### src/rtl/serial_link_pkg.sv
// serial_link_pkg: shared register map and FSM state encoding for the serial link
package serial_link_pkg;
    localparam int SC_START   = 7;
    localparam int SC_INT_CLK = 0;
    localparam int SC_FAST    = 1;
    localparam int SC_LSB     = 2;
    localparam logic ADDR_SB  = 1'b0;
    localparam logic ADDR_SC  = 1'b1;
    typedef enum logic [1:0] {ST_IDLE, ST_HIGH, ST_LOW} state_t;
endpackage

### src/rtl/serial_clk_gen.sv
// serial_clk_gen: SCK edge events from the internal prescaler or the synchronised external clock
module serial_clk_gen #(
    parameter int HALF_PERIOD      = 256,
    parameter int HALF_PERIOD_FAST = 8,
    parameter int SYNC_STAGES      = 2
) (
    input  logic clk,
    input  logic reset,
    input  logic run,
    input  logic clr,
    input  logic int_clk,
    input  logic fast,
    input  logic sck_in,
    output logic fall_ev,
    output logic rise_ev
);
    localparam int HP_MAX = HALF_PERIOD > HALF_PERIOD_FAST ? HALF_PERIOD : HALF_PERIOD_FAST;
    localparam int PW = $clog2(HP_MAX);
    logic [PW-1:0] presc, hp_last;
    logic [SYNC_STAGES-1:0] sync;
    logic sck_prev, tick, s_rise, s_fall;
    assign hp_last = fast ? PW'(HALF_PERIOD_FAST - 1) : PW'(HALF_PERIOD - 1);
    assign tick    = run && int_clk && presc == hp_last;
    assign s_rise  = sync[SYNC_STAGES-1] && !sck_prev;
    assign s_fall  = !sync[SYNC_STAGES-1] && sck_prev;
    // internal mode alternates fall/rise on each tick; the FSM phase picks which one applies
    assign fall_ev = int_clk ? tick : s_fall;
    assign rise_ev = int_clk ? tick : s_rise;
    always_ff @(posedge clk or posedge reset) begin
        if (reset) begin
            presc    <= '0;
            sync     <= '0;
            sck_prev <= 1'b0;
        end else begin
            sync     <= {sync[SYNC_STAGES-2:0], sck_in};
            sck_prev <= sync[SYNC_STAGES-1];
            if (clr)
                presc <= '0;
            else if (run && int_clk)
                presc <= tick ? '0 : presc + 1'b1;
        end
    end
endmodule

### src/rtl/serial_link_gen.sv
// serial_link_gen: SB/SC register pair driving a master/slave serial shift transfer
module serial_link_gen
    import serial_link_pkg::*;
#(
    parameter int WIDTH            = 8,
    parameter int HALF_PERIOD      = 256,
    parameter int HALF_PERIOD_FAST = 8,
    parameter int SYNC_STAGES      = 2
) (
    input  logic             clk,
    input  logic             reset,
    input  logic             sel,
    input  logic             addr,
    input  logic             cpu_wr,
    input  logic             cpu_rd,
    input  logic [WIDTH-1:0] d_in,
    output logic [WIDTH-1:0] d_out,
    output logic             d_oe,
    input  logic             sck_in,
    input  logic             sin_in,
    output logic             sck_out,
    output logic             sck_oe,
    output logic             ser_out,
    output logic             busy,
    output logic             irq
);
    localparam int CW = $clog2(WIDTH + 1);
    state_t state, state_n;
    logic [WIDTH-1:0] sr, sr_n, sc_val;
    logic [CW-1:0] bit_cnt, bit_cnt_n, cnt_inc;
    logic [2:0] mode, mode_n;
    logic sck_n, ser_n, irq_n, start, fall_ev, rise_ev, wr_sb, wr_sc, tx_bit;
    assign wr_sb   = sel && cpu_wr && addr == ADDR_SB;
    assign wr_sc   = sel && cpu_wr && addr == ADDR_SC;
    assign busy    = state != ST_IDLE;
    assign sck_oe  = mode[SC_INT_CLK];
    assign d_oe    = sel && cpu_rd;
    assign cnt_inc = bit_cnt + 1'b1;
    assign tx_bit  = mode[SC_LSB] ? sr[0] : sr[WIDTH-1];
    assign d_out   = !d_oe ? '0 : addr == ADDR_SC ? sc_val : sr;
    always_comb begin
        sc_val = '0;
        sc_val[SC_START] = busy;
        sc_val[2:0] = mode;
    end
    serial_clk_gen #(
        .HALF_PERIOD(HALF_PERIOD),
        .HALF_PERIOD_FAST(HALF_PERIOD_FAST),
        .SYNC_STAGES(SYNC_STAGES)
    ) u_clk (
        .clk(clk),
        .reset(reset),
        .run(busy),
        .clr(start),
        .int_clk(mode[SC_INT_CLK]),
        .fast(mode[SC_FAST]),
        .sck_in(sck_in),
        .fall_ev(fall_ev),
        .rise_ev(rise_ev)
    );
    always_comb begin
        state_n   = state;
        sr_n      = sr;
        bit_cnt_n = bit_cnt;
        mode_n    = mode;
        sck_n     = sck_out;
        ser_n     = ser_out;
        irq_n     = 1'b0;
        start     = 1'b0;
        if (state == ST_IDLE) begin
            if (wr_sb)
                sr_n = d_in;
            if (wr_sc) begin
                mode_n = d_in[2:0];
                if (d_in[SC_START]) begin
                    start     = 1'b1;
                    bit_cnt_n = '0;
                    state_n   = ST_HIGH;
                end
            end
        end else if (wr_sc && !d_in[SC_START]) begin
            // abort beats any edge on the same clock
            state_n = ST_IDLE;
            sck_n   = 1'b1;
        end else if (state == ST_HIGH && fall_ev) begin
            sck_n   = !mode[SC_INT_CLK];
            ser_n   = tx_bit;
            state_n = ST_LOW;
        end else if (state == ST_LOW && rise_ev) begin
            sck_n     = 1'b1;
            sr_n      = mode[SC_LSB] ? {sin_in, sr[WIDTH-1:1]} : {sr[WIDTH-2:0], sin_in};
            bit_cnt_n = cnt_inc;
            irq_n     = cnt_inc == CW'(WIDTH);
            state_n   = cnt_inc == CW'(WIDTH) ? ST_IDLE : ST_HIGH;
        end
    end
    always_ff @(posedge clk or posedge reset) begin
        if (reset) begin
            state   <= ST_IDLE;
            sr      <= '0;
            bit_cnt <= '0;
            mode    <= '0;
            sck_out <= 1'b1;
            ser_out <= 1'b0;
            irq     <= 1'b0;
        end else begin
            state   <= state_n;
            sr      <= sr_n;
            bit_cnt <= bit_cnt_n;
            mode    <= mode_n;
            sck_out <= sck_n;
            ser_out <= ser_n;
            irq     <= irq_n;
        end
    end
endmodule

### config.mk
export PLATFORM = sky130hd
export DESIGN_NAME = serial_link_gen
export DESIGN_NICKNAME = d
export VERILOG_FILES = /design/src/rtl/serial_link_pkg.sv /design/src/rtl/serial_clk_gen.sv /design/src/rtl/serial_link_gen.sv
export SDC_FILE = /design/constraint.sdc
export NUM_CORES = 1
export LEC_CHECK = 0
export CORE_MARGIN = 1
export CORE_UTILIZATION = 40
export CTS_CLUSTER_SIZE = 24
export DETAILED_ROUTE_END_ITERATION = 10
export PLACE_DENSITY = 0.68
export SYNTH_ARGS = -nofsm -noshare
export SYNTH_HDL_FRONTEND = slang
export SYNTH_HIERARCHICAL = 1
export SYNTH_SLANG_ARGS = --single-unit
### constraint.sdc
create_clock -name clk -period 6.7 [get_ports clk]
set_input_delay 1.675 -clock clk [delete_from_list [all_inputs] [get_ports clk]]
set_output_delay 1.675 -clock clk [all_outputs]
set_load 0.02 [all_outputs]
# ---- After elaboration in Yosys (flattened, before gate mapping)
# Cells that the tools add are included.
dict set report totals {
  reg_bits 31
  inputBits 16
  out_inout_bits 14
}
dict set report classes {
  n_eq_ne 9
  mux 38
  bitwise 3
  addsub 2
  reduce_logical 27
}
# cell n
set ops {}
lappend ops {{2-to-1 mux 8 bit} 12}
lappend ops {{2-to-1 mux 4 bit} 6}
lappend ops {{2-to-1 mux 1 bit} 14}
lappend ops {{2-to-1 mux 2 bit} 6}
lappend ops {{logical AND 1 bit} 11}
lappend ops {{!= test 2 bit (second input constant)} 5}
lappend ops {{adder 8 x 1 -> 8 bit (second input constant)} 1}
lappend ops {{equality test 8 bit} 1}
lappend ops {{AND reduction 3 bit} 2}
lappend ops {{nonzero test 2 bit} 3}
lappend ops {{AND reduction 5 bit} 1}
lappend ops {{adder 4 x 1 -> 4 bit (second input constant)} 1}
lappend ops {{equality test 4 bit (second input constant)} 1}
lappend ops {{zero test 1 bit} 4}
lappend ops {{AND reduction 2 bit} 2}
lappend ops {{AND reduction 4 bit} 1}
lappend ops {{nonzero test 4 bit} 1}
lappend ops {{inverter 1 bit} 3}
lappend ops {{nonzero test 3 bit} 1}
lappend ops {{equality test 2 x 1 -> 1 bit (second input constant)} 1}
lappend ops {{equality test 2 bit (second input constant)} 1}
lappend ops {{zero test 2 bit} 1}

# ---- Logic depth before layout (Yosys ltp)
# Gate-level depths: netlist of run 1.
dict set report depth {
  ltp_word 9
  ltp_mapped 9
  depth_no_buf 9
}

# ---- By module
# Netlist of run 1, hierarchy kept.
# mod instances area_each_um2 cells_each
set by_module_without_submodules {}
lappend by_module_without_submodules {serial_link_gen 1 1281.2 126}
lappend by_module_without_submodules {serial_clk_gen 1 585.6 55}

# ---- Least setup slack after synthesis of run 1
# OpenSTA, ideal clock, no wires.
dict set report synth_path {
  path_type {input port to output port}
  from {in addr}
  to {out d_out[7]}
  arrival_time_ns 2.373
  n_path_buf 1
  setup_slack_ns 2.652
  path_stages 3
  path_cell_list {buf_6 nor2_1 a211oi_1}
}
dict set report synth_between {
  elab_chain_cells 2
}
# element line
set synth_lines {}
lappend synth_lines {{start, declared} serial_link_gen.sv:13} ;# input logic addr,
lappend synth_lines {{2-to-1 mux 8 bit (2 in a row)} serial_link_gen.sv:40} ;# assign d_out = !d_oe ? '0 : addr == ADDR_SC ? sc_val : sr;
lappend synth_lines {{end, declared} serial_link_gen.sv:17} ;# output logic [WIDTH-1:0] d_out,
# Every way passes these cells.

# ---- Final worst setup path of run 1
dict set report layout_path {
  from {in sel}
  to {out d_out[6]}
}
dict set report layout_between {
  elab_chain_cells 2
}
# element line
set layout_lines {}
lappend layout_lines {{start, declared} serial_link_gen.sv:12} ;# input logic sel,
lappend layout_lines {{logical AND 1 bit} serial_link_gen.sv:37} ;# assign d_oe = sel && cpu_rd;
lappend layout_lines {{2-to-1 mux 8 bit} serial_link_gen.sv:40}
# Every way passes these cells.

==> results of run 1 <==
## kinds of logic (layout without fill, tap and decap cells)
kind of cell,count (synthesis),in the layout
muxes,24,24
DFF,31,31
adders and majority gates,3,3
AOI/OAI and AO/OA,41,41
and+or+nand+nor,66,66
xor gates and xnor gates,4,4
buffers and inverters,12,43
## cell usage after synthesis (all sizes together), types with 2 or more instances
cell type and instances:
dfrtp 30, nand2 19, nor2 17, o21ai 14, mux2i 13, mux2 11, buf 7, nand3 7
a21oi 5, a221oi 5, and2 5, inv 5, ha 3, nor2b 3, o31ai 3, or4 3
a211oi 2, nand2b 2, nand4b 2, nor4b 2, or3 2, xnor2 2, xor2 2
## cells in the final DEF, fill, tap and decap left out, types with 7 or more instances in the layout
cell	Yosys	routed
dfrtp_1	30	30
clkdlybuf4s50_1	0	29
nand2_1	19	19
nor2_1	16	16
mux2i_1	13	13
o21ai_0	13	13
mux2_2	11	11
nand3_1	7	7
clkbuf_8	0	7
## report_power, final
part	switching (mW)	internal (mW)	leakage (nW)	total (mW)
logic	0.175	0.189	0.513	0.364
clock network	0.0696	0.0936	0.0515	0.163
registers	0.0975	0.259	0.383	0.357
## per-stage QoR
step / area, sq um / total power [mW] / util (%) / setup slack (ps) / hold WS (ps)
after floorplan: 1867 / 0.6327 / - / 2652 / 331.2
after global placement: 2171 / 0.7232 / 49.18 / 1642 / 338.2
after detailed placement: 2171 / 0.7266 / 49.18 / 1630 / 339.6
after CTS: 2271 / 0.8962 / 51.45 / 1605 / 363.9
after global routing: 2271 / 0.9538 / 51.45 / 1521 / 371.2
final: 2271 / 0.8841 / 51.45 / 1612 / 360.8
## layout make-up
| class | count | area share, % |
|---|---|---|
| Timing Repair Buffer | 30 | 13.11 |
| Inverter | 5 | 0.8264 |
| Sequential cell | 31 | 34.21 |
| Multi-Input combinational cell | 138 | 44.57 |
| Clock buffer | 8 | 4.408 |
| Tap cell | 52 | 2.865 |
## worst max path at each step
stage | from | endpoint | slack [ps] | cells past startpoint
floorplan | addr | d_out[7] | 2650 | 3
global placement | sel | d_out[5] | 1640 | 5
detailed placement | sel | d_out[6] | 1630 | 5
CTS | sel | d_out[6] | 1610 | 5
global route | sel | d_out[4] | 1520 | 5
finish | sel | d_out[6] | 1610 | 5
## flip-flops by register name (all words and copies together), names as in the netlist, 2 cells and up
register     count
mode             3
state            2
u_clk/sync       2
sr               8
u_clk/presc      8
bit_cnt          4
## layer usage
| metal | track usage (%) | vias to the layer above | share of wire [%] | wire, um |
|---|---|---|---|---|
| met3 | 6.061 | 5 | 3.0 | 114 |
| met5 | 0 | - | 0 | 0 |
| met4 | 6.000 | 0 | 1.1 | 43 |
| met2 | 25.19 | 13 | 47 | 1759 |
| li1 | - | 729 | - | - |
| met1 | 21.68 | 664 | 49 | 1855 |
==> run metrics, run 1 <==
Max Cap Violations=0; Placer Congestion=0.7784; WS Path Type=in2out; complex-gate fraction of the synthesized area=17.16%; status=completed; TNS Setup=0 ps; Worst R2R Start=state[1]; f_max=196.6 MHz; r2r endpoint=sr[0]; largest net degree at the start of global routing=21; worst path arrival time=3410 ps; Top-Level Pins=30; Rows=24; unrepaired setup endpoints after global routing=no; Post-Synth XOR/XNOR Area=1.877%; syn nets=200; final setup vio count=0; drt initial violations=52; die extent in y=70.32 um; Reg area=777.0 sq um; Root Buffer=clkbuf_8; final wirelength=3772 um; Required @ worst endpoint=5030 ps; mapped cell area=1867 sq um; total CTS buffers=5; slowest stage cell, crit path=clkdlybuf4s50_1; P_leak=0.9478 nW; hold_sp=u_clk/sync[0]; PD cells=389.3 nW/um^2; post-synth top area share=40.21%; Peak VDD IR=192.5 uV; R2R setup slack=3850 ps; Finished Layout Cells=264; CTS max path bufs=2; Min-Delay Endpoint=u_clk/sync[1]; initial antenna violation count=0; placed cells=256; startpoint types=input pin; Pins Over Slew Limit=0; post-synthesis sequential area ratio=41.62%; Core Footprint=4414 sq um; n_diodes=0; Skew-Pair Late Insertion Delay=290 ps; wire length per cell=14.29 um; Filler cells=405; area of the multi-input gates=1012 sq um; warnings from Yosys=6; DIE AREA=4944 sq um; Distinct cells, synth=47; cells along the critical path=clkdlybuf4s50_1 > nand2_1 > nor2_1 > and2_1 > clkdlybuf4s50_1; ratio of final minimum period to clock period=75.93%; P&R area growth vs syn=21.65%; simple-gate portion of the synthesized area=19.57%; mux cell area share after synthesis=13.61%; Synth Area in Adders=2.011%; Post CTS Setup Buffer Count=0; Crit Path Max Fanout=6; Post-CTS Resized=0; Hold Path Class=reg2reg; Crit path max-delay family=buffers and inverters; Post-Synthesis Cells=181; cell taking the most area after synthesis=dfrtp_1; mean number of vias per cell=5.345; Buf/Inv on CP=2; CTS tree=built; fin nets=230; First-pass DRT Iterations=4; Initial Util=42.29%; Reg2Reg Depth=9; largest cells by area after synthesis=dfrtp_1, mux2i_1, mux2_2, nand2_1, o21ai_0; Post-synth top flop=dfrtp_1; slew margin rel.=47.17%; All-Layer GR Usage=16.63%; Final ANT Viol Nets=0; DRC=0; number of synthesized register bits=31; chip width=70.32 um; vias in the first global route=1327; Sink Count=31; first-pass GRT wire length=6292 um; minimum clock period=5088 ps; WHS Path Cells=0; Worst-Margin Slew=791.6 ps; # hold bufs at CTS=0; port buffer count=29; clk_skew=4.915 ps; Crit path largest cell delay=610 ps; Syn Area/Cell=10.31 sq um; total congestion overflow=0; Final Hold Fails=0; Post-DP HPWL=2695 um; H-Tree Depth=2; crit path capture type=output port; Worst-path clk slew=60 ps; cell mode on critical path=clkdlybuf4s50_1; largest family of logic cells by synthesized area=simple AND/OR/NAND/NOR gates; share of post-route cells with drive strength above 1=14.62%; async set-reset flop share out of synthesis=100.0%; routed vias=1411; Post-synth EDFFs=0
Power figures use the tool's default switching activity.
==> run 2, diff against run 1 <==
==> constraint.sdc (replaced) <==
create_clock -name clk -period 5.2 [get_ports clk]
set_input_delay 1.3 -clock clk [delete_from_list [all_inputs] [get_ports clk]]
set_output_delay 1.3 -clock clk [all_outputs]
set_load 0.02 [all_outputs]
==> run 2 against run 1 <==
Combinational power is 30% higher. Worst hold slack lost 8.5 ps. Via count increased by 2.8%. Critical path depth unchanged. Worst setup slack worse by 740 ps. Sequential share of layout area stayed put. Sequential cell count unchanged. Global-route usage is 0.31 points higher. Utilization did not move. Critical path type unchanged.
==> run metrics, run 2 (same netlist as run 1, synthesis figures left out) <==
PD cells=502.9 nW/um^2 (+29%); Placer Congestion=0.7620 (-2.1%); initial antenna violation count=0 (unchanged); chip width=70.32 um (unchanged); Finished Layout Cells=264 (unchanged); Final Hold Fails=0 (unchanged); Top Metal Used=met4; total CTS buffers=5 (unchanged); CTS max path bufs=2 (unchanged); routed vias=1451 (+2.8%); hold_ws=352.4 ps (-8.463 ps); final setup vio count=0 (unchanged); # hold bufs at CTS=0 (unchanged); final wirelength=3882 um (+2.9%); Worst-Margin Slew=772.0 ps (-19.56 ps); Top-Level Pins=30 (unchanged); P&R area growth vs syn=21.65% (unchanged); largest net degree at the start of global routing=21 (unchanged); area of the multi-input gates=1012 sq um (unchanged); dpl ws=865.7 ps (-764.2 ps); slew margin rel.=48.48% (+1.3 points); Crit Path Max Fanout=6 (unchanged); First-pass DRT Iterations=4 (unchanged); Skew-Pair Late Insertion Delay=280 ps (about the same); routed wl met2=1877 um (+6.7%); drt initial violations=59 (+13%); TNS Setup=0 ps (unchanged); WS Path Type=in2out; Pins Over Slew Limit=0 (unchanged); Final ANT Viol Nets=0 (unchanged); f_max=231.3 MHz; ratio of final minimum period to clock period=83.15%; post-layout util=51.45% (unchanged); M1 wire length=1862 um (+0.38%); unrepaired setup endpoints after global routing=no; fin nets=230 (unchanged); Filler cells=415 (+2.5%); port buffer count=29 (unchanged); n_diodes=0 (unchanged); wire length per cell=14.70 um (+2.9%); Max Cap Violations=0 (unchanged); status=completed; die extent in y=70.32 um (unchanged); Core Footprint=4414 sq um (unchanged); final worst setup slack=876.1 ps (-736.2 ps); DRC=0 (unchanged); total congestion overflow=0 (unchanged); clk_skew=6.274 ps (+1.359 ps); Required @ worst endpoint=3900 ps (-1130 ps); mean number of vias per cell=5.496 (+2.8%); placed cells=256 (unchanged); Largest regs=sr: 8 flops, u_clk/presc: 8 flops, bit_cnt: 4 flops; Post CTS Setup Buffer Count=0 (unchanged); Post-CTS Resized=0 (unchanged); Peak VDD IR=193.3 uV (+0.42%); Initial Util=42.29% (unchanged); Post-DP HPWL=2750 um (+2.0%); Rows=24 (unchanged); vias in the first global route=1322 (-0.38%); Reg area=777.0 sq um (unchanged); minimum clock period=4324 ps; crit path capture type=output port; commonest cells after routing, fill and taps aside=dfrtp_1, clkdlybuf4s50_1, nand2_1; worst path arrival time=3020 ps (-390 ps); first-pass GRT wire length=6479 um (+3.0%); P_leak=0.9478 nW (unchanged); All-Layer GR Usage=16.94% (+0.31 points); DIE AREA=4944 sq um (unchanged); Sink Count=31 (unchanged); Hold Path Class=reg2reg; routed wl met3=109 um (-4.4%); commonest non-fill, non-tap cell in the layout=dfrtp_1; startpoint types=input pin; share of post-route cells with drive strength above 1=14.62% (unchanged); Worst-path clk slew=60 ps (about the same); Root Buffer=clkbuf_8; CTS tree=built; H-Tree Depth=2 (unchanged)
run 2: cell counts in the layout (fill, tap and decap cells not counted):
Identical to the previous run, type by type.
run 2: metal layers:
layer	vias up	track usage, %
li1	731	-
met1	694	21.70
met2	21	26.67
met3	5	5.916
met4	0	5.333
met5	-	0
run 2: final cells by class:
class	count	share of cell area, %
Timing Repair Buffer	30	13.11
Multi-Input combinational cell	138	44.57
Clock buffer	8	4.408
Sequential cell	31	34.21
Inverter	5	0.8264
Tap cell	52	2.865
run 2: through the flow:
step	total power [mW]	instance area [sq um]
6_report	1.142	2271
5_1_grt	1.228	2271
4_1_cts	1.151	2271
3_5_place_dp	0.9376	2171
3_3_place_gp	0.9301	2171
2_1_floorplan	0.8152	1867
run 2: worst paths after layout:
check	startpoint	end	slack [ps]	cells past startpoint
max	sel	d_out[6]	880	5
min	u_clk/sync[0]	u_clk/sync[1]	350	0
max reg2reg	state[1]	sr[5]	2140	10
min reg2reg	u_clk/sync[0]	u_clk/sync[1]	350	0
max in group asynchronous	reset	sr[0]	3200	2
min in group asynchronous	reset	u_clk/presc[2]	1370	2
run 2: critical path: stages:
cell and delay, ps:
clkdlybuf4s50_1 600, nand2_1 180, nor2_1 200, and2_1 160, clkdlybuf4s50_1 590
run 2: power breakdown:
group	switching (mW)	internal (mW)	leakage, nW	total, mW
combinational	0.229	0.244	0.513	0.473
clock	0.0878	0.121	0.0515	0.208
sequential	0.127	0.334	0.383	0.461
==> run 3, diff against run 2 <==
--- a/config.mk
+++ b/config.mk
@@ -9,7 +9,7 @@
 export CORE_UTILIZATION = 40
 export CTS_CLUSTER_SIZE = 24
 export DETAILED_ROUTE_END_ITERATION = 10
-export PLACE_DENSITY = 0.68
+export PLACE_DENSITY = 0.7
 export SYNTH_ARGS = -nofsm -noshare
 export SYNTH_HDL_FRONTEND = slang
 export SYNTH_HIERARCHICAL = 1
==> constraint.sdc (replaced) <==
create_clock -name clk -period 3.52 [get_ports clk]
set_input_delay 0.88 -clock clk [delete_from_list [all_inputs] [get_ports clk]]
set_output_delay 0.88 -clock clk [all_outputs]
set_load 0.02 [all_outputs]
==> run 3 against run 2 <==
Utilization increased by 0.57 points. Wire length is 2.3% higher. Worst hold slack lost 0.51 ps. Sequential share of layout area shrank 0.37 points. Cell count is 1.5% higher. First-iteration DRC count rose by 22%. Combinational power increased by 50%. Critical path depth shrank 1. Clock skew decreased by 1.3 ps. Register-to-register slack got worse by 1400 ps. Sequential power grew 49%. Critical path type unchanged.
==> run metrics, run 3 (same netlist as run 1, synthesis figures left out) <==
status=completed; Skew-Pair Late Insertion Delay=280 ps (about the same); Rows=24 (unchanged); Finished Layout Cells=268 (+1.5%); Post CTS Setup Buffer Count=0 (unchanged); Final Hold Fails=0 (unchanged); Design Area, Final=2296 sq um (+1.1%); total congestion overflow=0 (unchanged); Placer Congestion=0.7516 (-1.4%); Worst-path clk slew=70 ps (about the same); H-Tree Depth=2 (unchanged); Max Cap Violations=0 (unchanged); ratio of final minimum period to clock period=94.74%; Required @ worst endpoint=2640 ps (-1260 ps); vias in the first global route=1502 (+14%); All-Layer GR Usage=17.78% (+0.84 points); Peak VDD IR=313.9 uV (+62%); PD cells=731.7 nW/um^2 (+45%); placed cell areas=2208 sq um (+1.7%); crit path capture type=output port; P_leak=0.9692 nW (+2.3%); cells along the critical path=clkdlybuf4s50_1 > nor2_1 > a211oi_1 > clkdlybuf4s50_1; Root Buffer=clkbuf_8; mean number of vias per cell=5.489 (-0.13%); commonest non-fill, non-tap cell in the layout=dfrtp_1; # hold bufs at CTS=0 (unchanged); n_diodes=0 (unchanged); fin nets=235 (+2.2%); Post-CTS Resized=0 (unchanged); post-layout util=52.01% (+0.57 points); placed cells=261 (+2.0%); port buffer count=29 (unchanged); startpoint types=input pin; Crit path max-delay family=buffers and inverters; unrepaired setup endpoints after global routing=no; Top-Level Pins=30 (unchanged); slew margin rel.=47.38% (-1.1 points); Buf/Inv on CP=2 (unchanged); routed vias=1471 (+1.4%); die extent in y=70.32 um (unchanged); Core Footprint=4414 sq um (unchanged); final wirelength=3973 um (+2.3%); Post-DP HPWL=2953 um (+7.4%); WS Path Type=in2out; f_max=299.9 MHz; TNS Setup=0 ps (unchanged); total CTS buffers=5 (unchanged); WHS Path Cells=0 (unchanged); chip width=70.32 um (unchanged); worst path arrival time=2450 ps (-570 ps); largest net degree at the start of global routing=21 (unchanged); Largest regs=sr: 8 flops, u_clk/presc: 8 flops, bit_cnt: 4 flops; First-pass DRT Iterations=4 (unchanged); share of post-route cells with drive strength above 1=16.67% (+2.0 points); Initial Util=42.29% (unchanged); Sink Count=31 (unchanged); initial antenna violation count=0 (unchanged); WP depth=4 (-1); DIE AREA=4944 sq um (unchanged); first-pass GRT wire length=6948 um (+7.2%); Reg2Reg Depth=10 (unchanged); DRC=0 (unchanged); commonest cells after routing, fill and taps aside=dfrtp_1, clkdlybuf4s50_1, nand2_1; Worst-Margin Slew=788.5 ps (+16.49 ps); minimum clock period=3335 ps; Pins Over Slew Limit=0 (unchanged); Final ANT Viol Nets=0 (unchanged); Hold Path Class=reg2reg; Crit Path Max Fanout=7 (+1); cell mode on critical path=clkdlybuf4s50_1; CTS max path bufs=2 (unchanged); Filler cells=439 (+5.8%); P&R area growth vs syn=22.99%; drt initial violations=72 (+22%); Crit path largest cell delay=650 ps (+50 ps); final setup vio count=0 (unchanged); wire length per cell=14.82 um (+0.82%); clk_skew=4.940 ps (-1.334 ps); CTS tree=built; slowest stage cell, crit path=clkdlybuf4s50_1
==> run 3: changes by cell type in the layout (fill, tap and decap cells not counted) <==
cell | before | now
clkinv_2 | 0 | 1
clkbuf_8 | 7 | 6
buf_4 | 1 | 6
clkbuf_1 | 1 | 0
==> run 3: cell type report <==
class	count	area, sq um	area share [%]
Clock buffer	6	82.58	3.597
Clock inverter	1	5.005	0.2180
Inverter	5	18.77	0.8174
Multi-Input combinational cell	138	1012	44.09
Sequential cell	31	777.0	33.84
Tap cell	52	65.06	2.834
Timing Repair Buffer	35	335.3	14.60
==> run 3: worst paths after layout <==
path,start,end,slack (ps)
setup / recovery,addr,d_out[7],190
hold / removal,u_clk/sync[0],u_clk/sync[1],350
setup reg to reg,state[1],sr[3],700
hold reg to reg,u_clk/sync[0],u_clk/sync[1],350
max in group asynchronous,reset,sr[7],1950
min in group asynchronous,reset,u_clk/sck_prev,920
==> run 3: power breakdown <==
part           internal (mW)  switching (mW)  total (mW)
Combinational          0.365           0.346       0.711
Sequential             0.493           0.193       0.686
Clock                  0.153           0.129       0.282
Total                   1.01           0.668        1.68
==> run 3: layer usage <==
layer	vias up	track usage (%)	wire length, um
met5	-	0	0
met4	0	4.000	17
met3	2	5.339	117
met2	21	28.04	1899
met1	716	23.97	1939
li1	732	-	-
==> run 3: worst register-to-register path, stage by stage (launching register included) <==
cell and delay, ps:
dfrtp_1 540, nor2_1 400, inv_1 260, nand3_1 180, nor2_1 50, buf_4 170
a22o_1 270, nor2b_1 170, nor2_1 100, o211ai_4 190, mux2_2 390
==> run 3: metrics by stage <==
stage | hold WS (ps) | power (mW) | worst slack [ps]
2_1_floorplan | 331.2 | 1.204 | 958.5
3_3_place_gp | 335.1 | 1.380 | 231.5
3_5_place_dp | 341.9 | 1.402 | 177.1
4_1_cts | 356.6 | 1.686 | 177.6
5_1_grt | 370.1 | 1.811 | 55.55
6_report | 351.9 | 1.680 | 185.3
